[src/rtl/conv_pkg.sv]
// Shared fixed-point helpers for the decoder's convolution layers: default
// Q-format, FSM state type, accumulator sizing and round/saturate.
package conv_pkg;

    localparam int DEF_DATA_WIDTH = 16;
    localparam int DEF_FRAC_BITS  = 8;

    typedef enum logic [1:0] {
        S_IDLE  = 2'd0,
        S_MAC   = 2'd1,
        S_WRITE = 2'd2,
        S_DONE  = 2'd3
    } conv_state_t;

    function automatic int acc_width(input int dw, input int taps);
        return 2 * dw + $clog2(taps) + 1;
    endfunction

    function automatic int cnt_width(input int n);
        return (n > 1) ? $clog2(n) : 1;
    endfunction

    // Round half toward +inf, drop fb fraction bits, clamp to a dw-bit signed range.
    function automatic logic signed [63:0] round_sat(input logic signed [63:0] v,
                                                     input int dw, input int fb,
                                                     input logic relu);
        logic signed [63:0] r;
        logic signed [63:0] hi;
        logic signed [63:0] lo;
        if (fb > 0) begin
            r = (v + (64'sd1 <<< (fb - 1))) >>> fb;
        end else begin
            r = v;
        end
        hi = (64'sd1 <<< (dw - 1)) - 64'sd1;
        lo = -(64'sd1 <<< (dw - 1));
        if (r > hi) begin
            r = hi;
        end else if (r < lo) begin
            r = lo;
        end else begin
            r = r;
        end
        if (relu && (r < 64'sd0)) begin
            r = 64'sd0;
        end else begin
            r = r;
        end
        return r;
    endfunction

endpackage

[src/rtl/conv1d_module_fxp_round_sat.sv]
// Combinational accumulator -> DATA_WIDTH conversion: round, saturate and
// optionally clamp negatives to zero.
module fxp_round_sat
    import conv_pkg::*;
#(
    parameter int ACC_W      = 36,
    parameter int DATA_WIDTH = DEF_DATA_WIDTH,
    parameter int FRAC_BITS  = DEF_FRAC_BITS,
    parameter bit RELU_EN    = 1'b0
) (
    input  logic signed [ACC_W-1:0]      i_acc,
    output logic signed [DATA_WIDTH-1:0] o_y
);

    // Accumulator fits in 64 bits for every supported configuration.
    always_comb begin
        o_y = DATA_WIDTH'(round_sat(64'(i_acc), DATA_WIDTH, FRAC_BITS, RELU_EN));
    end

endmodule

[src/rtl/conv1d_module.sv]
// Fixed-point 1-D "same"-padded, stride-1 convolution, one MAC per cycle,
// start/done-tick handshake matching the upsample stage.
module conv1d_module
    import conv_pkg::*;
#(
    parameter int IN_CH      = 2,
    parameter int OUT_CH     = 2,
    parameter int FRAMES     = 4,
    parameter int KERNEL     = 3,
    parameter int DATA_WIDTH = DEF_DATA_WIDTH,
    parameter int FRAC_BITS  = DEF_FRAC_BITS,
    parameter bit RELU_EN    = 1'b0
) (
    input  logic                         clk,
    input  logic                         rst_n,
    input  logic                         i_start,
    input  logic signed [DATA_WIDTH-1:0] i_data    [0:IN_CH-1][0:FRAMES-1],
    input  logic signed [DATA_WIDTH-1:0] i_weights [0:OUT_CH-1][0:IN_CH-1][0:KERNEL-1],
    input  logic signed [DATA_WIDTH-1:0] i_bias    [0:OUT_CH-1],
    output logic                         o_busy,
    output logic                         o_done_tick,
    output logic signed [DATA_WIDTH-1:0] o_result  [0:OUT_CH-1][0:FRAMES-1]
);

    localparam int PAD   = (KERNEL - 1) / 2;
    localparam int ACC_W = acc_width(DATA_WIDTH, IN_CH * KERNEL);
    localparam int OC_W  = cnt_width(OUT_CH);
    localparam int IC_W  = cnt_width(IN_CH);
    localparam int T_W   = cnt_width(FRAMES);
    localparam int K_W   = cnt_width(KERNEL);

    conv_state_t r_state;
    conv_state_t w_next_state;

    logic signed [DATA_WIDTH-1:0] r_data [0:IN_CH-1][0:FRAMES-1];
    logic signed [DATA_WIDTH-1:0] r_w    [0:OUT_CH-1][0:IN_CH-1][0:KERNEL-1];
    logic signed [DATA_WIDTH-1:0] r_bias [0:OUT_CH-1];
    logic signed [DATA_WIDTH-1:0] r_buf  [0:OUT_CH-1][0:FRAMES-1];
    logic signed [ACC_W-1:0]      r_acc;
    logic [OC_W-1:0]              r_oc;
    logic [IC_W-1:0]              r_ic;
    logic [T_W-1:0]               r_t;
    logic [K_W-1:0]               r_k;

    logic signed [31:0]             w_idx;
    logic signed [DATA_WIDTH-1:0]   w_x;
    logic signed [2*DATA_WIDTH-1:0] w_prod;
    logic signed [DATA_WIDTH-1:0]   w_y;
    logic                           w_last_tap;
    logic                           w_last_out;
    logic [T_W-1:0]                 w_next_t;
    logic [OC_W-1:0]                w_next_oc;

    function automatic logic signed [ACC_W-1:0] bias_to_acc(input logic signed [DATA_WIDTH-1:0] b);
        return ACC_W'(b) <<< FRAC_BITS;
    endfunction

    fxp_round_sat #(
        .ACC_W     (ACC_W),
        .DATA_WIDTH(DATA_WIDTH),
        .FRAC_BITS (FRAC_BITS),
        .RELU_EN   (RELU_EN)
    ) u_round_sat (
        .i_acc(r_acc),
        .o_y  (w_y)
    );

    // Tap fetch with zero padding outside the frame, plus loop-end detection.
    always_comb begin
        w_idx = 32'(r_t) + 32'(r_k) - 32'(PAD);
        if ((w_idx >= 32'sd0) && (w_idx < $signed(32'(FRAMES)))) begin
            w_x = r_data[r_ic][w_idx[T_W-1:0]];
        end else begin
            w_x = {DATA_WIDTH{1'b0}};
        end
        w_prod     = w_x * r_w[r_oc][r_ic][r_k];
        w_last_tap = (r_ic == IC_W'(IN_CH - 1)) && (r_k == K_W'(KERNEL - 1));
        w_last_out = (r_oc == OC_W'(OUT_CH - 1)) && (r_t == T_W'(FRAMES - 1));
        if (r_t == T_W'(FRAMES - 1)) begin
            w_next_t  = {T_W{1'b0}};
            w_next_oc = w_last_out ? {OC_W{1'b0}} : r_oc + OC_W'(1);
        end else begin
            w_next_t  = r_t + T_W'(1);
            w_next_oc = r_oc;
        end
    end

    // Next-state logic.
    always_comb begin
        w_next_state = r_state;
        case (r_state)
            S_IDLE:  w_next_state = i_start ? S_MAC : S_IDLE;
            S_MAC:   w_next_state = w_last_tap ? S_WRITE : S_MAC;
            S_WRITE: w_next_state = w_last_out ? S_DONE : S_MAC;
            S_DONE:  w_next_state = S_IDLE;
            default: w_next_state = S_IDLE;
        endcase
    end

    // State register.
    always_ff @(posedge clk) begin
        if (!rst_n) begin
            r_state <= S_IDLE;
        end else begin
            r_state <= w_next_state;
        end
    end

    // Operand latch, MAC datapath, output buffer and handshake outputs.
    always_ff @(posedge clk) begin
        if (!rst_n) begin
            r_acc       <= {ACC_W{1'b0}};
            r_oc        <= {OC_W{1'b0}};
            r_ic        <= {IC_W{1'b0}};
            r_t         <= {T_W{1'b0}};
            r_k         <= {K_W{1'b0}};
            o_busy      <= 1'b0;
            o_done_tick <= 1'b0;
            for (int o = 0; o < OUT_CH; o++) begin
                r_bias[o] <= {DATA_WIDTH{1'b0}};
                for (int t = 0; t < FRAMES; t++) begin
                    r_buf[o][t]    <= {DATA_WIDTH{1'b0}};
                    o_result[o][t] <= {DATA_WIDTH{1'b0}};
                end
                for (int i = 0; i < IN_CH; i++) begin
                    for (int k = 0; k < KERNEL; k++) begin
                        r_w[o][i][k] <= {DATA_WIDTH{1'b0}};
                    end
                end
            end
            for (int i = 0; i < IN_CH; i++) begin
                for (int t = 0; t < FRAMES; t++) begin
                    r_data[i][t] <= {DATA_WIDTH{1'b0}};
                end
            end
        end else begin
            case (r_state)
                S_IDLE: begin
                    o_done_tick <= 1'b0;
                    if (i_start) begin
                        r_data <= i_data;
                        r_w    <= i_weights;
                        r_bias <= i_bias;
                        r_oc   <= {OC_W{1'b0}};
                        r_ic   <= {IC_W{1'b0}};
                        r_t    <= {T_W{1'b0}};
                        r_k    <= {K_W{1'b0}};
                        r_acc  <= bias_to_acc(i_bias[0]);
                        o_busy <= 1'b1;
                    end else begin
                        o_busy <= 1'b0;
                    end
                end
                S_MAC: begin
                    r_acc <= r_acc + ACC_W'(w_prod);
                    if (r_k == K_W'(KERNEL - 1)) begin
                        r_k  <= {K_W{1'b0}};
                        r_ic <= (r_ic == IC_W'(IN_CH - 1)) ? {IC_W{1'b0}} : r_ic + IC_W'(1);
                    end else begin
                        r_k <= r_k + K_W'(1);
                    end
                end
                S_WRITE: begin
                    r_buf[r_oc][r_t] <= w_y;
                    r_t              <= w_next_t;
                    r_oc             <= w_next_oc;
                    r_acc            <= bias_to_acc(r_bias[w_next_oc]);
                    if (w_last_out) begin
                        o_done_tick <= 1'b1;
                        for (int o = 0; o < OUT_CH; o++) begin
                            for (int t = 0; t < FRAMES; t++) begin
                                if ((OC_W'(o) == r_oc) && (T_W'(t) == r_t)) begin
                                    o_result[o][t] <= w_y;
                                end else begin
                                    o_result[o][t] <= r_buf[o][t];
                                end
                            end
                        end
                    end else begin
                        o_done_tick <= 1'b0;
                    end
                end
                S_DONE: begin
                    o_done_tick <= 1'b0;
                    o_busy      <= 1'b0;
                end
                default: begin
                    o_done_tick <= 1'b0;
                    o_busy      <= 1'b0;
                end
            endcase
        end
    end

endmodule
[config.mk]
export PLATFORM = sky130hd
export DESIGN_NAME = conv1d_module
export DESIGN_NICKNAME = d
export VERILOG_FILES = /design/src/rtl/conv_pkg.sv /design/src/rtl/conv1d_module_fxp_round_sat.sv /design/src/rtl/conv1d_module.sv
export SDC_FILE = /design/constraint.sdc
export NUM_CORES = 2
export LEC_CHECK = 0
export CELL_PAD_IN_SITES_DETAIL_PLACEMENT = 1
export CELL_PAD_IN_SITES_GLOBAL_PLACEMENT = 1
export CORE_MARGIN = 5
export CORE_UTILIZATION = 35
export DETAILED_ROUTE_END_ITERATION = 6
export HOLD_SLACK_MARGIN = 0.12
export PLACE_DENSITY_LB_ADDON = 0.1
export SLEW_MARGIN = 40
export SYNTH_ARGS = -nofsm -noshare
export SYNTH_HDL_FRONTEND = slang
export SYNTH_HIERARCHICAL = 1
export SYNTH_SLANG_ARGS = --single-unit
[constraint.sdc]
create_clock -name clk -period 26 [get_ports clk]
set_clock_uncertainty 0.1 [all_clocks]
set_input_delay 2.6 -clock clk [delete_from_list [all_inputs] [get_ports clk]]
set_output_delay 2.6 -clock clk [all_outputs]
set_load 0.01 [all_outputs]
* Word level (Yosys, flattened, before mapping)
Memories as Yosys holds them, arrays and structs flattened. A register that Yosys moved wholly into a read port is not among the register bits. Cells that the tools add are included.
Word-level totals: bits in registers 398, logic and storage cells 136, bits in writable memories 128, output and inout bits 130, memories 1, bits of input ports 355
Memories:
- r_buf | depth 2, width 64, read ports 2, clocked after memory_dff 2, wr ports 2, RTL line conv1d_module.sv:38 | logic signed [DATA_WIDTH-1:0] r_buf [0:OUT_CH-1][0:FRAMES-1];
Cells by class: reduce and logical (&&, ||, !) cells 20, multipliers 1, add/subtract/negate cells 8, equal/unequal tests 7, $lt $le $gt $ge 11, bitwise gates (word level) 6, muxes and demuxes 52
Operators by type and width (count):
- 2-to-1 mux 64 bit | 6
- 2-to-1 mux 96 bit | 3
- 2-to-1 mux 16 bit | 11
- 2-to-1 mux 48 bit | 3
- case mux 36 bit (3 select lines) | 1
- binary-select mux 16 bit (select 2 bit) | 2
- OR reduction 64 bit | 1
- adder 36 x 9 -> 37 bit (second input constant) | 1
- adder 36 x 32 -> 36 bit | 1
- 2-to-1 mux 36 bit | 1
- demux 16 bit (select 2 bit) | 1
- multiplier 16 x 16 -> 32 bit | 1
- greater-than comparator 29 x 16 -> 1 bit (second input constant) | 1
- less-than comparator 29 x 16 -> 1 bit (second input constant) | 1
- 2-to-1 mux 1 bit | 12
- 2-to-1 mux 2 bit | 5
- AND reduction 2 bit | 5
- >= comparator 3 bit (second input constant) | 3
- inverter 2 -> 3 bit | 3
- == test 2 bit (second input constant) | 4
- case mux 1 bit (2 select lines) | 4
- case mux 2 bit (2 select lines) | 2
- case mux 2 bit (4 select lines) | 1
- nonzero test 2 bit | 4
- other kinds (17) | 28

* Logic depth before layout (Yosys ltp)
depth in word-level cells 13, mapped depth 36, gate-level depth less buffers 32

* By module
Netlist, hierarchy kept.
By module, submodules not included:
- conv1d_module | cells an instance 4194, times used 1, sequential area each 13893.3 µm², area an instance 37425.9 µm²
- fxp_round_sat | cells an instance 129, times used 1, sequential area each 0.0 µm², area an instance 833.3 µm²

* Least setup slack after synthesis
Ideal clock, no wire load.
kind reg2reg, start register r_k[0], end register r_acc[33], data required time 25.826 ns, path buffers 5, arrival time 8.470 ns, slack 17.356 ns, library setup time 0.074 ns, stages on the path, launching flop included 31, clock period less this slack 8.644 ns, cell sequence dfxtp_1 -> clkinv_1 -> buf_1 -> ha_1 -> buf_2 -> buf_2 -> buf_2 -> mux4_2 -> mux2_2 -> nand2_1 -> clkbuf_1 -> or2_2 -> fa_1 -> fa_1 -> inv_1 -> fa_1 -> fa_1 -> fa_1 -> inv_1 -> fa_1 -> inv_1 -> ha_1 -> and3_1 -> and3_1 -> o21a_1 -> and3b_1 -> nor3b_1 -> o21a_1 -> o21ai_0 -> and2_1 -> o21ai_0
On the way: word-level cells in the longest chain between the ends 10, elaborated cells between the ends (all ways) 17, classes of those cells add/sub: 3; mul: 1; order compare: 2; mux: 8; bitwise: 2; reduce/logical: 1
Ends and longest elaborated chain:
- from (decl) | RTL line conv1d_module.sv:43 | logic [K_W-1:0] r_k;
- from (signal assigned) | RTL line conv1d_module.sv:116 | r_k <= {K_W{1'b0}};
- from (signal assigned) | RTL line conv1d_module.sv:147 | r_k <= {K_W{1'b0}};
- from (signal assigned) | RTL line conv1d_module.sv:157 | r_k <= {K_W{1'b0}};
- adder 2 x 2 -> 3 bit | RTL line conv1d_module.sv:70 | w_idx = 32'(r_t) + 32'(r_k) - 32'(PAD);
- subtractor 3 x 1 -> 4 bit | RTL line conv1d_module.sv:70
- inverter 2 -> 3 bit (not written as such) | RTL line conv1d_module.sv:72 | w_x = r_data[r_ic][w_idx[T_W-1:0]];
- binary-select mux 16 bit (select 2 bit) | RTL line conv1d_module.sv:72
- 2-to-1 mux 16 bit (not written as such) (2 in a row) | RTL line conv1d_module.sv:72
- 2-to-1 mux 16 bit | RTL line conv1d_module.sv:71 | if ((w_idx >= 32'sd0) && (w_idx < $signed(32'(FRAMES)))) begin
- multiplier 16 x 16 -> 32 bit (*) | RTL line conv1d_module.sv:76 | w_prod = w_x * r_w[r_oc][r_ic][r_k];
- adder 36 x 32 -> 36 bit (*) | RTL line conv1d_module.sv:155 | r_acc <= r_acc + ACC_W'(w_prod);
- case mux 36 bit (3 select lines) (*) | RTL line conv1d_module.sv:137 | case (r_state)
- to (signal assigned) | RTL line conv1d_module.sv:148 | r_acc <= bias_to_acc(i_bias[0]);
- to (signal assigned) | RTL line conv1d_module.sv:155
- to (signal assigned) | RTL line conv1d_module.sv:167 | r_acc <= bias_to_acc(r_bias[w_next_oc]);
- to (decl) | RTL line conv1d_module.sv:39 | logic signed [ACC_W-1:0] r_acc;
Mark *: on every way between the ends. The rest lies on a longest branch, timed or not. The select of a mux whose other input is x is not followed. A chain may end at the register's enable or synchronous reset.

* Worst setup path after layout
Ends and elaborated chain as after synthesis.

==> results_dict.tcl <==
set metrics [dict create \
    status "finished clean" \
    clk_latency_ns 0.68 \
    cts_root_buf "clkbuf_16" \
    ys_seq_elements 654 \
    peakVddDrop_mv 0.0494 \
    synthTopCellsByCount "nand2_1, a21oi_1, dfxtp_1" \
    cp_slowest_cell "clkinv_1" \
    totalWireLength_um 135000 \
    cts_buffer_depth 3 \
    syn_area_um2 38300 \
    synth_edf_count 80 \
    crit_top_cell "fa_1" \
    syn2layout_area_growth_pct 23.0 \
    cap_violations 0 \
    die_w_um 341 \
    syn_area_per_cell_um2 8.85 \
    path_clk_slew_ns 0.06 \
    final_util_pct 43.3 \
    cts_tree "done" \
    tightest_slew_ns 0.895 \
    crit_type "reg -> reg" \
    synthAdderAreaFrac_pct 20.5 \
    clock-sinks 654 \
    rows 121 \
    fin_setup_tns_ns 0 \
    vias 31500 \
    synth_cells 4323 \
    dr.pass1.iters 5 \
    setup_violations 0 \
    synth-main-ff-cell "dfxtp_1" \
    synth_largest_area_cell "dfxtp_1" \
    grt_overflow 0 \
    hpwl_um 102000 \
    crit_arrival_ns 10.98 \
    track_usage_pct 22.9 \
    regArea_um2 13900 \
    synthMostInstantiatedCell "nand2_1" \
    synth_seq_area_share_pct 36.3 \
    nets 5448 \
    rsz0062_at_grt "no" \
    slowest_delay_ns 0.72 \
    startpoint_type "register" \
    place.gp.congestion 0.818 \
    vias_per_cell 5.13 \
    drcViolationCount 0 \
    antenna_found_initial 35 \
    multiInputGateArea_um2 21800 \
    power_density_nw_per_um2 54.6 \
    fin_crit_sh_pct 40.2 \
    synth-xor-area-share_pct 1.19 \
    yosys.area.top_type_share_pct 30.0 \
    slew_viol_final 0 \
    grt_max_degree 192 \
    ant_nets 0 \
    cts_hold_buf 0 \
    synth_nets 5115 \
    h-tree-depth 3 \
    grt_pass1_vias 33200 \
    final_layout_size_suffix_gt1_share_pct 6.95 \
    postCtsSetupBuffers 0 \
    hp-class "reg -> reg" \
    synth_top_family_by_area "adder cells" \
    ctsResizeCount 0 \
    drt_iter0_markers 1845 \
    core_area_um2 109000 \
    p_leak_uw 0.0193 \
    synth_compound_area_share_pct 12.6 \
    crit_required_ns 26.52 \
    wl_per_cell_um 21.9 \
    end_kind "register" \
    n_fill_cell 12400 \
    start_util_pct 35.2 \
    crit_buf_inv 7 \
    clock.fmax_ghz 0.0956 \
    synth_mux_area_share_pct 7.12 \
    fp.dieH_um 341 \
    synth_cell_types 66 \
    yosysWarnings 6 \
    cpLargestDelayFamily "adder cells" \
    io_buffers 484 \
    die_area_um2 116000 \
    min_period_ns 10.46 \
    numCtsBuffers 76 \
    ys_async_sr_fraction_pct 0 \
    num_io_pins 485 \
    report.final.hold_viol_count 0 \
    cp_max_fo 33 \
    synthTopCellsByArea "dfxtp_1, fa_1, nand2_1" \
    grt_pass1_wl_um 206000 \
    max-slew-margin-rel_pct 40.3 \
    yosys.area_share.simple_pct 15.4 \
]
==> cells by family after synthesis <==
group,after synthesis
and+or+nand+nor,1422
AOI/OAI and AO/OA,897
buffers and inverters,692
DFF,654
adders and majority gates,437
muxes,169
xor gates and xnor gates,52
==> area by class of cell <==
| cell class | count | share of cell area, % |
|---|---|---|
| Sequential cell | 654 | 29.5 |
| Clock inverter | 38 | 0.981 |
| Clock buffer | 102 | 4.64 |
| Timing Repair Buffer | 542 | 11.4 |
| Multi-Input combinational cell | 2977 | 46.3 |
| Inverter | 405 | 3.25 |
| Antenna cell | 11 | 0.0585 |
| Tap cell | 1414 | 3.76 |
==> worst paths after layout <==
path | from | end | slack [ns] | cells after the start
setup / recovery | r_k[0] | r_acc[33] | 15.54 | 28
hold / removal | r_w[138] | r_w[138] | 0.35 | 2
hold reg to reg | r_w[138] | r_w[138] | 0.35 | 2
setup reg to reg | r_k[0] | r_acc[33] | 15.54 | 28
==> cell usage in the layout, fill, tap and decap left out, types with 11 or more instances in the layout <==
cell type and n:
nand2_1 928, mux2_2 24, nand2b_1 13, mux2i_1 65, a21o_1 22, ha_1 122
mux4_2 80, inv_1 402, a21oi_1 611, clkbuf_16 78, buf_4 46, xor2_1 20
o211ai_1 11, xnor2_1 32, clkdlybuf4s50_1 483, nor2b_1 21, or2_2 11, nand3_1 37
nor3_1 20, clkbuf_8 14, nand4_1 17, and3_1 81, fa_1 314, diode_2 11
dfxtp_1 572, nor2_1 255, o21ai_0 165, clkinv_2 17, edfxtp_1 80
==> registers in the layout, summed over array words and instances, names as in the netlist <==
| signal | count |
|---|---|
| r_buf | 128 |
| r_k | 2 |
| o_busy | 1 |
| o_done_tick | 1 |
| o_result | 128 |
| r_t | 2 |
| r_w | 192 |
| r_acc | 36 |
| r_oc | 1 |
| r_state | 2 |
| r_bias | 32 |
| r_data | 128 |
| r_ic | 1 |
==> metal layers <==
metal	track usage, %	vias to the layer above	wire (um)
met5	0	-	260
met4	3.73	38	1800
met3	4.97	144	6960
met2	39.5	611	66100
met1	30.1	15800	59600
li1	-	14900	-
==> stage by stage <==
| stage | total power, uW | setup WS, ns | std cells | hold slack, ns | area [um2] |
|---|---|---|---|---|---|
| 6_report | 2570 | 15.54 | 6143 | 0.351 | 47100 |
| 3_5_place_dp | 1470 | 15.23 | 5990 | 0.344 | 44400 |
| 4_1_cts | 2600 | 15.18 | 6130 | 0.352 | 47000 |
| 5_1_grt | 2680 | 14.81 | 6135 | 0.366 | 47000 |
| 2_1_floorplan | 1300 | 17.36 | 4323 | 0.333 | 38300 |
| 3_3_place_gp | 1460 | 15.65 | 5987 | 0.339 | 44200 |
==> worst min-delay path: cells and delay by family (launching register included) <==
kind	cells	cell delay, ns
AOI/OAI and AO/OA	1	0.05
and+or+nand+nor	1	0.05
DFF	1	0.30
==> power breakdown <==
part / internal [uW] / switching, uW / total [uW]
combinational: 142 / 203 / 344
sequential: 1060 / 32.8 / 1100
clock: 649 / 478 / 1130
Note: power is estimated with default switching activity, not from simulation.
